===== src/rtl/led_pkg.sv =====
// Purpose: shared types and helpers for the 8x8x4-bit LED frame RAM write side.
// Latency: n/a (types, constants and a pure function only).
// Backpressure: n/a.
package led_pkg;

  localparam int LED_ROWS   = 8;
  localparam int LED_COLS   = 8;
  localparam int LED_POS_W  = 6;
  localparam int LED_DATA_W = 4;

  typedef enum logic [2:0] {
    IDLE    = 3'd0,
    DWELL   = 3'd1,
    SETUP   = 3'd2,
    WE_HIGH = 3'd3,
    HOLD    = 3'd4
  } led_state_e;

  // 3-bit index to 8-bit one-hot row/column select.
  function automatic logic [7:0] bin_to_onehot(input logic [2:0] idx);
    logic [7:0] oh;
    oh = 8'd1 << idx;
    return oh;
  endfunction

endpackage


===== src/rtl/pen_hit_scanner_pen_sync.sv =====
// Purpose: 2-FF synchroniser for the light pen plus saturating run-of-highs counter.
// Latency: hit asserts 2+HIT_MIN cycles after pen_in rises (with sample_en held high).
// Backpressure: none; the counter simply holds at 0 while sample_en is low.
//
// Ports:
//   clk, rst_n      clock, asynchronous active-low reset
//   pen_in          raw asynchronous sensor input
//   clear           zero the run counter this cycle (position change)
//   sample_en       count only while high; counter held at 0 otherwise
//   hit             run counter has reached HIT_MIN
module pen_sync #(
  parameter int HIT_MIN = 8
) (
  input  logic clk,
  input  logic rst_n,
  input  logic pen_in,
  input  logic clear,
  input  logic sample_en,
  output logic hit
);

  localparam int RW = $clog2(HIT_MIN + 1);
  localparam logic [RW-1:0] RUN_MAX = RW'(HIT_MIN);
  localparam logic [RW-1:0] RUN_ONE = RW'(1);

  logic          meta_q;
  logic          sync_q;
  logic [RW-1:0] run_q;
  logic [RW-1:0] run_d;

  always_ff @(posedge clk or negedge rst_n) begin
    if (!rst_n) begin
      meta_q <= 1'b0;
      sync_q <= 1'b0;
      run_q  <= '0;
    end else begin
      meta_q <= pen_in;
      sync_q <= meta_q;
      run_q  <= run_d;
    end
  end

  // Any low sample, a clear, or being outside the sample window restarts the run.
  always_comb begin
    run_d = '0;
    if (!clear && sample_en && sync_q) begin
      run_d = (run_q == RUN_MAX) ? run_q : run_q + RUN_ONE;
    end
  end

  assign hit = (run_q == RUN_MAX);

endmodule


===== src/rtl/pen_hit_scanner.sv =====
// Purpose: raster-scan the LED matrix, detect light-pen hits, drive one clean RAM write per hit.
// Latency: write seq = 1 setup cycle, WE_LEN cycles of we, 2 hold cycles; then next position.
// Backpressure: none; enable low parks the scan (a write in flight always completes first).
//
// Ports: clk, rst_n (async active-low); enable (level); pen_in (async sensor); pen_data[3:0];
//   scan_row/scan_col one-hot probe drive (0 when idle); addr_row/addr_col/data RAM write
//   address and data (held between hits); we write pulse; frame_done 1-cycle pulse after p=63.
// Optional macro PEN_HIT_DEDUP_EN: skip a write whose position and data equal the last write.
module pen_hit_scanner
  import led_pkg::*;
#(
  parameter int SCAN_DIV = 1000,
  parameter int SETTLE   = 200,
  parameter int HIT_MIN  = 8,
  parameter int WE_LEN   = 4
) (
  input  logic                  clk,
  input  logic                  rst_n,
  input  logic                  enable,
  input  logic                  pen_in,
  input  logic [LED_DATA_W-1:0] pen_data,
  output logic [LED_ROWS-1:0]   scan_row,
  output logic [LED_COLS-1:0]   scan_col,
  output logic [LED_ROWS-1:0]   addr_row,
  output logic [LED_COLS-1:0]   addr_col,
  output logic [LED_DATA_W-1:0] data,
  output logic                  we,
  output logic                  frame_done
);

  localparam int DW = $clog2(SCAN_DIV);
  localparam int CW = $clog2(WE_LEN + 1);
  localparam logic [DW-1:0] DWELL_LAST = DW'(SCAN_DIV - 1);
  localparam logic [DW-1:0] SETTLE_CNT = DW'(SETTLE);
  localparam logic [DW-1:0] DWELL_ONE  = DW'(1);
  localparam logic [CW-1:0] WE_LAST    = CW'(WE_LEN - 1);
  localparam logic [CW-1:0] HOLD_LAST  = CW'(1);
  localparam logic [CW-1:0] CNT_ONE    = CW'(1);

  led_state_e             state_q, state_d;
  logic [LED_POS_W-1:0]   p_q, p_d;
  logic [DW-1:0]          dwell_q, dwell_d;
  logic [CW-1:0]          cnt_q, cnt_d;
  logic [LED_ROWS-1:0]    addr_row_q, addr_row_d;
  logic [LED_COLS-1:0]    addr_col_q, addr_col_d;
  logic [LED_DATA_W-1:0]  data_q, data_d;
  logic                   we_q, we_d;
  logic                   frame_done_q, frame_done_d;
  logic                   advance;
  logic                   sync_clear;
  logic                   sample_en;
  logic                   pen_hit;
  logic                   dup_hit;

  assign sample_en = (state_q == DWELL) && (dwell_q >= SETTLE_CNT);

  pen_sync #(
    .HIT_MIN (HIT_MIN)
  ) u_pen_sync (
    .clk       (clk),
    .rst_n     (rst_n),
    .pen_in    (pen_in),
    .clear     (sync_clear),
    .sample_en (sample_en),
    .hit       (pen_hit)
  );

`ifdef PEN_HIT_DEDUP_EN
  logic                  last_vld_q, last_vld_d;
  logic [LED_POS_W-1:0]  last_p_q, last_p_d;
  logic [LED_DATA_W-1:0] last_data_q, last_data_d;

  assign dup_hit = last_vld_q && (last_p_q == p_q) && (last_data_q == pen_data);

  // SETUP is only ever entered on a real (non-duplicate) write, so it marks the record point.
  always_comb begin
    last_vld_d  = last_vld_q;
    last_p_d    = last_p_q;
    last_data_d = last_data_q;
    if (state_d == SETUP) begin
      last_vld_d  = 1'b1;
      last_p_d    = p_q;
      last_data_d = pen_data;
    end
    if (!enable) begin
      last_vld_d = 1'b0;
    end
  end

  always_ff @(posedge clk or negedge rst_n) begin
    if (!rst_n) begin
      last_vld_q  <= 1'b0;
      last_p_q    <= '0;
      last_data_q <= '0;
    end else begin
      last_vld_q  <= last_vld_d;
      last_p_q    <= last_p_d;
      last_data_q <= last_data_d;
    end
  end
`else
  assign dup_hit = 1'b0;
`endif

  always_comb begin
    state_d    = state_q;
    p_d        = p_q;
    dwell_d    = dwell_q;
    cnt_d      = cnt_q;
    addr_row_d = addr_row_q;
    addr_col_d = addr_col_q;
    data_d     = data_q;
    advance    = 1'b0;
    sync_clear = 1'b0;
    case (state_q)
      IDLE: begin
        if (enable) begin
          state_d    = DWELL;
          dwell_d    = '0;
          sync_clear = 1'b1;
        end
      end
      DWELL: begin
        // A hit on the final dwell cycle still wins over advancing.
        if (!enable) begin
          state_d = IDLE;
        end else if (pen_hit) begin
          if (dup_hit) begin
            advance = 1'b1;
          end else begin
            addr_row_d = bin_to_onehot(p_q[5:3]);
            addr_col_d = bin_to_onehot(p_q[2:0]);
            data_d     = pen_data;
            state_d    = SETUP;
          end
        end else if (dwell_q == DWELL_LAST) begin
          advance = 1'b1;
        end else begin
          dwell_d = dwell_q + DWELL_ONE;
        end
      end
      SETUP: begin
        state_d = WE_HIGH;
        cnt_d   = '0;
      end
      WE_HIGH: begin
        if (cnt_q == WE_LAST) begin
          state_d = HOLD;
          cnt_d   = '0;
        end else begin
          cnt_d = cnt_q + CNT_ONE;
        end
      end
      HOLD: begin
        // Position advances even when parking, so re-enable resumes past the written LED.
        if (cnt_q == HOLD_LAST) begin
          advance = 1'b1;
          state_d = enable ? DWELL : IDLE;
        end else begin
          cnt_d = cnt_q + CNT_ONE;
        end
      end
      default: state_d = IDLE;
    endcase
    if (advance) begin
      p_d        = p_q + 6'd1;
      dwell_d    = '0;
      sync_clear = 1'b1;
    end
    frame_done_d = advance && (&p_q);
    // Registered from the next state so we is a clean flop output.
    we_d = (state_d == WE_HIGH);
  end

  always_ff @(posedge clk or negedge rst_n) begin
    if (!rst_n) begin
      state_q      <= IDLE;
      p_q          <= '0;
      dwell_q      <= '0;
      cnt_q        <= '0;
      addr_row_q   <= '0;
      addr_col_q   <= '0;
      data_q       <= '0;
      we_q         <= 1'b0;
      frame_done_q <= 1'b0;
    end else begin
      state_q      <= state_d;
      p_q          <= p_d;
      dwell_q      <= dwell_d;
      cnt_q        <= cnt_d;
      addr_row_q   <= addr_row_d;
      addr_col_q   <= addr_col_d;
      data_q       <= data_d;
      we_q         <= we_d;
      frame_done_q <= frame_done_d;
    end
  end

  assign scan_row   = (state_q == IDLE) ? '0 : bin_to_onehot(p_q[5:3]);
  assign scan_col   = (state_q == IDLE) ? '0 : bin_to_onehot(p_q[2:0]);
  assign addr_row   = addr_row_q;
  assign addr_col   = addr_col_q;
  assign data       = data_q;
  assign we         = we_q;
  assign frame_done = frame_done_q;

endmodule


===== config.mk =====
export PLATFORM = sky130hd
export DESIGN_NAME = pen_hit_scanner
export DESIGN_NICKNAME = d
export VERILOG_FILES = /design/src/rtl/led_pkg.sv /design/src/rtl/pen_hit_scanner_pen_sync.sv /design/src/rtl/pen_hit_scanner.sv
export SDC_FILE = /design/constraint.sdc
export NUM_CORES = 1
export LEC_CHECK = 0
export CAP_MARGIN = 20
export CORE_MARGIN = 2
export CORE_UTILIZATION = 50
export DETAILED_ROUTE_END_ITERATION = 6
export GPL_TIMING_DRIVEN = 1
export PLACE_DENSITY = 0.78
export SLEW_MARGIN = 20
export SYNTH_ARGS = -nofsm -noshare
export SYNTH_HDL_FRONTEND = slang
export SYNTH_SLANG_ARGS = --single-unit

===== constraint.sdc =====
create_clock -name clk -period 4.9 [get_ports clk]
set_input_delay 0.49 -clock clk [delete_from_list [all_inputs] [get_ports clk]]
set_output_delay 0.49 -clock clk [all_outputs]
set_load 0.01 [all_outputs]

==> impl_summary.log, run 1 <==
INFO  metric run_status = finished clean
INFO  metric final_net_count = approximately 340
INFO  metric yosysTopAreaCellShare = around 46%
INFO  metric ys_seq_area_share = a little under half
INFO  metric ys_ff_latch = 50
INFO  metric post-synth-top-count-cell = sky130_fd_sc_hd__dfrtp_1
INFO  metric worst_setup_hold_path_clk_slew = around 0.080 ns
INFO  metric worst_slew_pin_slew = 0.837 ns
INFO  metric clock-root-buffer = sky130_fd_sc_hd__clkbuf_8
INFO  metric gr-total-overflow = 0
INFO  metric detail_route.iter0.violations = about 150
INFO  metric post_synth_instance_area = between 2000 and 3000 um2
INFO  metric cpLargestDelayFamily = simple AND/OR/NAND/NOR gates
INFO  metric final-setup-viol-count = 0
INFO  metric path_buf_inv = 1
INFO  metric fmax = ~370 MHz
INFO  metric post-route-min-period = 2.71 ns
INFO  metric post-layout-total-power = between 0.7 and 0.8 mW
INFO  metric synth.largest_area_cell = sky130_fd_sc_hd__dfrtp_1
INFO  metric netlist_top_cells_count = sky130_fd_sc_hd__dfrtp_1 (50), sky130_fd_sc_hd__nand2_1 (43), sky130_fd_sc_hd__inv_1 (15), sky130_fd_sc_hd__nand3_1 (15), sky130_fd_sc_hd__o21ai_0 (15)
INFO  metric ys.warnings.count = 0
INFO  metric cell_with_the_largest_stage_delay_on_the_worst_path = sky130_fd_sc_hd__dfrtp_1
INFO  metric via_count = 2,147
INFO  metric routedWlPerCell = 13.6 um
INFO  metric critical-path-max-stage-delay = roughly 0.63 ns
INFO  metric layoutNonFillerInstCount = 392
INFO  metric antenna_left = 0
INFO  metric maxSlewViolCount = 0
INFO  metric placeableCoreArea = approximately 5200 um2
INFO  metric final-hold-violation-count = 0
INFO  metric post_cts_buffers = 0
INFO  metric crit_arrival = around 2.2 ns
INFO  metric cts.hold.buffers_added = 0
INFO  metric holdCritPathClass = input pin to asynchronous set/reset pin
INFO  metric power.ir.vdd_worst = around 0.13 mV
INFO  metric place.port_buffers = 45
INFO  metric post-route-util = between 60% and 70%
INFO  metric worstPathCellList = or3_1 > nand2_1 > nor3_1 > clkdlybuf4s50_1
INFO  metric grt_start_max_net_pins = 51
INFO  metric tritoncts_num_sinks = 50
INFO  metric grtUsageTotal = 19.1%
INFO  metric tritoncts_buffers = 5
INFO  metric dieArea = 6010 um2
INFO  metric remaining_design_rule_violation_count = 0
INFO  metric final_weighted_congestion_in_routability_driven_placement = around 0.76
INFO  metric cp.depth = 4
INFO  metric critical_path_peak_fanout = 12
INFO  metric dp.cells = ~380
INFO  metric power.density_cell_area = roughly 220 nW/um2
INFO  metric wirelength = roughly 5300 um
INFO  metric grt_busiest_layer = met2
INFO  metric antenna-diode-count = 0
INFO  metric fill_cells = about 420
INFO  metric grt_pass1_wl = roughly 9500 um
INFO  metric setup.worst_path.class = flip-flop to output port
INFO  metric worst_slew_margin_rel = between 40 and 50%
INFO  metric critical_path.startpoint_type = flip-flop
INFO  metric die-height = roughly 78 um
INFO  metric yosys_most_used_dff = sky130_fd_sc_hd__dfrtp_1
INFO  metric groute.layer.met2.usage = a little under a third
INFO  metric tritoncts = done
INFO  metric clk_latency = 0.30 ns
INFO  metric grt_pass1_vias = a little over 2,000
INFO  metric syn_to_final_growth = 21.0%
INFO  metric async_set_or_reset_register_ratio_after_synthesis = between 90% and 100%
INFO  metric num_io_pins = 46
INFO  metric post-route-period-util = a little under three fifths
INFO  metric synth_cell_types = between 40 and 50
INFO  metric antenna_found_initial = 0
INFO  metric cts_buffer_depth = 2
INFO  metric critical_path.endpoint_type = output port
INFO  metric timing.critical_path.required = between 4 and 5 ns
INFO  metric grt_use_met1 = 26.5%
INFO  metric die_x = 77.5 um
INFO  metric setup_tns = 0 ns
INFO  metric number_of_flops_mapped_to_enable_cells_by_yosys = 0
INFO  metric lkg_pwr = 1.41 nW
INFO  metric synth.top_cells.by_area = sky130_fd_sc_hd__dfrtp_1 (46%), sky130_fd_sc_hd__ha_1 (6.5%), sky130_fd_sc_hd__nand2_1 (6.0%), sky130_fd_sc_hd__mux2_2 (4.2%), sky130_fd_sc_hd__nand3_1 (2.8%)
INFO  metric reg2regPathDepth = 5
INFO  metric post_route_cells_drive_above_1_share = under 10%
INFO  metric dr.pass1.iters = 4
INFO  metric regArea = about 1300 um2
INFO  metric initial_utilization = around 52%
INFO  metric syn_area_per_cell = 9.51 um2
INFO  metric mapped_nets = between 300 and 400
INFO  metric post-place-ws = 2.40 ns
INFO  metric multi_input_area = 1330 um2
INFO  metric std_cell_rows = 26
INFO  metric setup_slack = roughly 2.2 ns
INFO  metric worst_clock_skew = 0.00504 ns
INFO  metric grt_setup_unrepaired = no
INFO  metric cts.htree.levels = 2
INFO  metric postCtsResizedCells = 0
INFO  metric avgViaCountPerCell = ~5.5
INFO  metric gr-usage-met3 = approximately 4%
INFO  metric dp_hpwl = approximately 3900 um
INFO  metric cap_violations = 0
INFO  metric postSynthCellCount = 284
-- registers in the layout (all words and copies together) (netlist names) --
name	cells
dwell_q	10
state_q	3
we	1
addr_row	8
u_pen_sync.meta_q	1
u_pen_sync.run_q	4
data	4
cnt_q	3
frame_done	1
addr_col	8
p_q	6
u_pen_sync.sync_q	1
-- cell usage in the layout (no fill, tap or decap), types with 6 or more instances in the layout --
master	synthesis	final
sky130_fd_sc_hd__o21ai_0	15	15
sky130_fd_sc_hd__o31ai_1	8	8
sky130_fd_sc_hd__a21oi_1	6	6
sky130_fd_sc_hd__nand4_1	6	6
sky130_fd_sc_hd__clkdlybuf4s50_1	0	44
sky130_fd_sc_hd__mux2_2	10	10
sky130_fd_sc_hd__and2_1	7	7
sky130_fd_sc_hd__inv_1	15	15
sky130_fd_sc_hd__a31oi_1	6	6
sky130_fd_sc_hd__and3_1	8	8
sky130_fd_sc_hd__nand3_1	15	15
sky130_fd_sc_hd__clkbuf_8	0	6
sky130_fd_sc_hd__nor2_1	12	12
sky130_fd_sc_hd__nand2_1	43	43
sky130_fd_sc_hd__ha_1	14	14
sky130_fd_sc_hd__dfrtp_1	50	50
sky130_fd_sc_hd__nor3_1	7	7
-- worst paths after layout --
check | slack [ns] | start | to
max in group asynchronous | 4.29 | rst_n | dwell_q[4]
min reg2reg | 0.36 | u_pen_sync.meta_q | u_pen_sync.sync_q
max reg2reg | 2.57 | u_pen_sync.run_q[0] | data[3]
min | 0.20 | rst_n | data[3]
min in group clk | 0.36 | u_pen_sync.meta_q | u_pen_sync.sync_q
max | 2.19 | state_q[0] | scan_row[4]
-- power breakdown --
group | total [mW] | internal, mW | switching, mW
Combinational | 0.0380 | 0.0135 | 0.0244
Sequential | 0.422 | 0.416 | 0.00559
Clock | 0.245 | 0.114 | 0.131
-- kinds of logic after synthesis --
logic type                 Yosys count  share of synthesized area (%)
xor gates and xnor gates             4                           1.30
buffers and inverters               30                           4.45
and+or+nand+nor                    124                           24.3
adders and majority gates           14                           6.48
muxes                               11                           4.54
DFF                                 50                           46.3
AOI/OAI and AO/OA                   51                           12.6
-- per-layer routing --
metal	up-vias	part of all wire, %	routed length [um]
met1	1002	49	2630
met5	-	0	0
met3	8	4.5	240
met2	57	45	2400
li1	1080	-	-
met4	0	1.1	57
-- per-stage QoR --
stage          area (um2)  hold WS [ns]
6_report             3270         0.203
4_1_cts              3270         0.365
2_1_floorplan        2700         0.194
3_3_place_gp         3170         0.333
3_5_place_dp         3170         0.344
5_1_grt              3270         0.251
-- area by class of cell --
type / count / area share [%]
Inverter: 15 / 1.72
Timing Repair Buffer: 45 / 13.7
Tap cell: 70 / 2.68
Multi-Input combinational cell: 204 / 40.7
Sequential cell: 50 / 38.3
Clock inverter: 2 / 0.383
Clock buffer: 6 / 2.53
-- worst register-to-register path, cell delays in order (launching register included) --
cell                      delay [ns]
sky130_fd_sc_hd__dfrtp_1        0.41
sky130_fd_sc_hd__inv_1          0.10
sky130_fd_sc_hd__ha_1           0.19
sky130_fd_sc_hd__and3b_1        0.28
sky130_fd_sc_hd__nand4_2        0.69
sky130_fd_sc_hd__mux2_2         0.55
No activity file was read; power rests on OpenSTA's default activity.
==> run 2, diff against run 1 <==
--- a/config.mk
+++ b/config.mk
@@ -7,7 +7,7 @@
 export LEC_CHECK = 0
 export CAP_MARGIN = 20
 export CORE_MARGIN = 2
-export CORE_UTILIZATION = 50
+export CORE_UTILIZATION = 48
 export DETAILED_ROUTE_END_ITERATION = 6
 export GPL_TIMING_DRIVEN = 1
 export PLACE_DENSITY = 0.78
==> constraint.sdc (replaced) <==
create_clock -name clk -period 2.4 [get_ports clk]
set_input_delay 0.24 -clock clk [delete_from_list [all_inputs] [get_ports clk]]
set_output_delay 0.24 -clock clk [all_outputs]
set_load 0.01 [all_outputs]
==> run 2 against run 1 <==
Compared with the run above: register-to-register slack got worse by 2.0 ns; critical endpoint is now scan_row[3]; clock power grew 140%; routed wire length up 1.4%; count of clock-buffer cells in the layout is the same; flip-flop and latch count unchanged; hold slack gained 0.17 ns; power up 120%; final area up 2.6%; core utilization down 1.9 points; non-clock buffer count grew 6.
==> impl_summary.log, run 2 (synthesis results as in run 1) <==
INFO  metric cap_violations = 0
INFO  metric worst_slew_margin_rel = a little under three fifths
INFO  metric antenna-diode-count = 0
INFO  metric final-setup-viol-count = 0
INFO  metric final-hold-violation-count = 0
INFO  metric grt_start_max_net_pins = 36
INFO  metric cts_buffer_depth = 2
INFO  metric groute.layer.met2.usage = 32.4%
INFO  metric regMostFlops = dwell_q
INFO  metric final_weighted_congestion_in_routability_driven_placement = 0.815
INFO  metric syn_to_final_growth = 24.1%
INFO  metric final_net_count = 349
INFO  metric dp_hpwl = around 4000 um
INFO  metric die_x = ~80 um
INFO  metric post_cts_buffers = 0
INFO  metric avgViaCountPerCell = roughly 5.5
INFO  metric post_route_cells_drive_above_1_share = 9.48%
INFO  metric grtUsageTotal = 18.1%
INFO  metric power.density_cell_area = between 400 and 500 nW/um2
INFO  metric place.port_buffers = between 40 and 50
INFO  metric timing.critical_path.required = ~2.2 ns
INFO  metric grt_pass1_vias = around 2,000
INFO  metric grt_setup_unrepaired = no
INFO  metric antenna_found_initial = 0
INFO  metric remaining_design_rule_violation_count = 0
INFO  metric critical-path-max-stage-delay = 0.57 ns
INFO  metric worst_setup_hold_path_clk_slew = about 0.080 ns
INFO  metric cts.htree.levels = 2
INFO  metric wirelength = 5410 um
INFO  metric fill_cells = between 400 and 500
INFO  metric clk_latency = about 0.29 ns
INFO  metric post-route-min-period = between 2 and 2.5 ns
INFO  metric die-height = a little under 80 um
INFO  metric critical_path_peak_fanout = 8
INFO  metric num_io_pins = 46
INFO  metric detail_route.iter0.violations = 68
INFO  metric power.ir.vdd_worst = approximately 0.41 mV
INFO  metric fin_area = 3350 um2
INFO  metric tritoncts_num_sinks = 50
INFO  metric worst_clock_skew = ~0.006 ns
INFO  metric post-route-period-util = about nine tenths
INFO  metric tritoncts = done
INFO  metric worstPathCellList = nor3_1 > nor3_1 > clkdlybuf4s50_1
INFO  metric setup.worst_path.class = flip-flop to output port
INFO  metric largest_register_ffs = 10
INFO  metric cell_with_the_largest_stage_delay_on_the_worst_path = sky130_fd_sc_hd__nor3_1
INFO  metric postPlaceCellArea = 3220 um2
INFO  metric critical_path.endpoint_type = output port
INFO  metric gr-total-overflow = 0
INFO  metric via_count = roughly 2,200
INFO  metric maxSlewViolCount = 0
INFO  metric setup_tns = 0 ns
INFO  metric grt_use_met1 = roughly a quarter
INFO  metric std_cell_rows = 27
INFO  metric clock-root-buffer = sky130_fd_sc_hd__clkbuf_8
INFO  metric commonest_non_fill_non_tap_cell_in_the_layout = sky130_fd_sc_hd__dfrtp_1
INFO  metric grt_busiest_layer = met2
INFO  metric antenna_left = 0
INFO  metric placeableCoreArea = around 5500 um2
INFO  metric layout_common_cells = sky130_fd_sc_hd__dfrtp_1 (49), sky130_fd_sc_hd__clkdlybuf4s50_1 (44), sky130_fd_sc_hd__nand2_1 (43)
INFO  metric grt_pass1_wl = between 9000 and 10,000 um
INFO  metric routedWlPerCell = approximately 14 um
INFO  metric gr-usage-met3 = 3.18%
INFO  metric critical_path.startpoint_type = flip-flop
INFO  metric run_status = finished clean
INFO  metric dr.pass1.iters = 4
INFO  metric worst_slew_pin_slew = 0.635 ns
INFO  metric lkg_pwr = about 1.4 nW
INFO  metric crit_path_frequent_cell = sky130_fd_sc_hd__nor3_1
INFO  metric initial_utilization = between 40% and 50%
INFO  metric crit_arrival = 1.96 ns
INFO  metric fmax = between 400 and 500 MHz
INFO  metric tritoncts_buffers = 5
INFO  metric dieArea = approximately 6200 um2
INFO  metric holdCritPathClass = flip-flop to flip-flop
[run 2: changes by cell type in the layout (fill, tap and decap cells not counted), sizes merged]
| cell | delta |
|---|---|
| clkinvlp | -1 |
| clkinv | -1 |
| buf | +5 |
| dlygate4sd3 | +1 |
| bufinv | +1 |
[run 2: where the power goes]
part | leakage (nW) | switching (mW) | total (mW) | internal [mW]
Clock | 0.0573 | 0.250 | 0.583 | 0.333
Combinational | 0.730 | 0.0518 | 0.0860 | 0.0342
Sequential | 0.658 | 0.0113 | 0.861 | 0.850
Total | 1.45 | 0.313 | 1.53 | 1.22
[run 2: metal layers]
layer | vias up | wire [um]
met5 | - | 0
met4 | 0 | 34
met3 | 5 | 239
met2 | 50 | 2550
met1 | 1068 | 2590
li1 | 1088 | -
[run 2: worst max-delay path, delay by kind of cell (launching register included)]
family,cells,cell delay (ns)
flip-flops,1,0.49
buffers and inverters,1,0.50
AND/OR/NAND/NOR,2,0.68
[run 2: through the flow]
stage / utilization, % / hold WS [ns] / worst slack (ns) / power, mW / std cells
after floorplan: - / -0.0556 / 0.605 / 0.914 / 284
after global placement: 58.9 / 0.255 / 0.391 / 0.959 / 391
after detailed placement: 58.9 / 0.264 / 0.319 / 0.963 / 391
after CTS: 61.2 / 0.382 / 0.0814 / 1.55 / 399
after global routing: 61.2 / 0.383 / 0.0733 / 1.59 / 399
final: 61.2 / 0.374 / 0.198 / 1.53 / 399
[run 2: worst paths after layout]
path	cells past startpoint	endpoint	from	slack, ns
min in group asynchronous	2	data[2]	rst_n	0.45
min reg2reg	0	u_pen_sync.sync_q	u_pen_sync.meta_q	0.37
min	0	u_pen_sync.sync_q	u_pen_sync.meta_q	0.37
max in group asynchronous	3	dwell_q[9]	rst_n	1.41
max	3	scan_row[3]	state_q[1]	0.20
max reg2reg	6	dwell_q[9]	cnt_q[1]	0.54
[run 2: what timing repair did]
| action | 4_1_cts | 5_1_grt |
|---|---|---|
| setup endpoints to repair | 2 | 4 |
| hold endpoints to repair | 23 | 0 |
| resized for setup | 1 | 1 |
| hold buffers | 1 | 0 |
[run 2: layout make-up]
cell class / instances / area [um2] / share of cell area [%]
Timing Repair Buffer: 51 / 505 / 15.1
Multi-Input combinational cell: 204 / 1340 / 39.8
Sequential cell: 50 / 1250 / 37.4
Clock buffer: 6 / 82.6 / 2.46
Clock inverter: 1 / 30.0 / 0.896
Tap cell: 72 / 90.1 / 2.69
Inverter: 15 / 56.3 / 1.68
==> run 3, diff against run 2 <==
--- a/config.mk
+++ b/config.mk
@@ -8,6 +8,7 @@
 export CAP_MARGIN = 20
 export CORE_MARGIN = 2
 export CORE_UTILIZATION = 48
+export CTS_CLUSTER_SIZE = 16
 export DETAILED_ROUTE_END_ITERATION = 6
 export GPL_TIMING_DRIVEN = 1
 export PLACE_DENSITY = 0.78
==> results of run 3 <==
The final DEF is identical to that of run 2; final timing and power are the same.
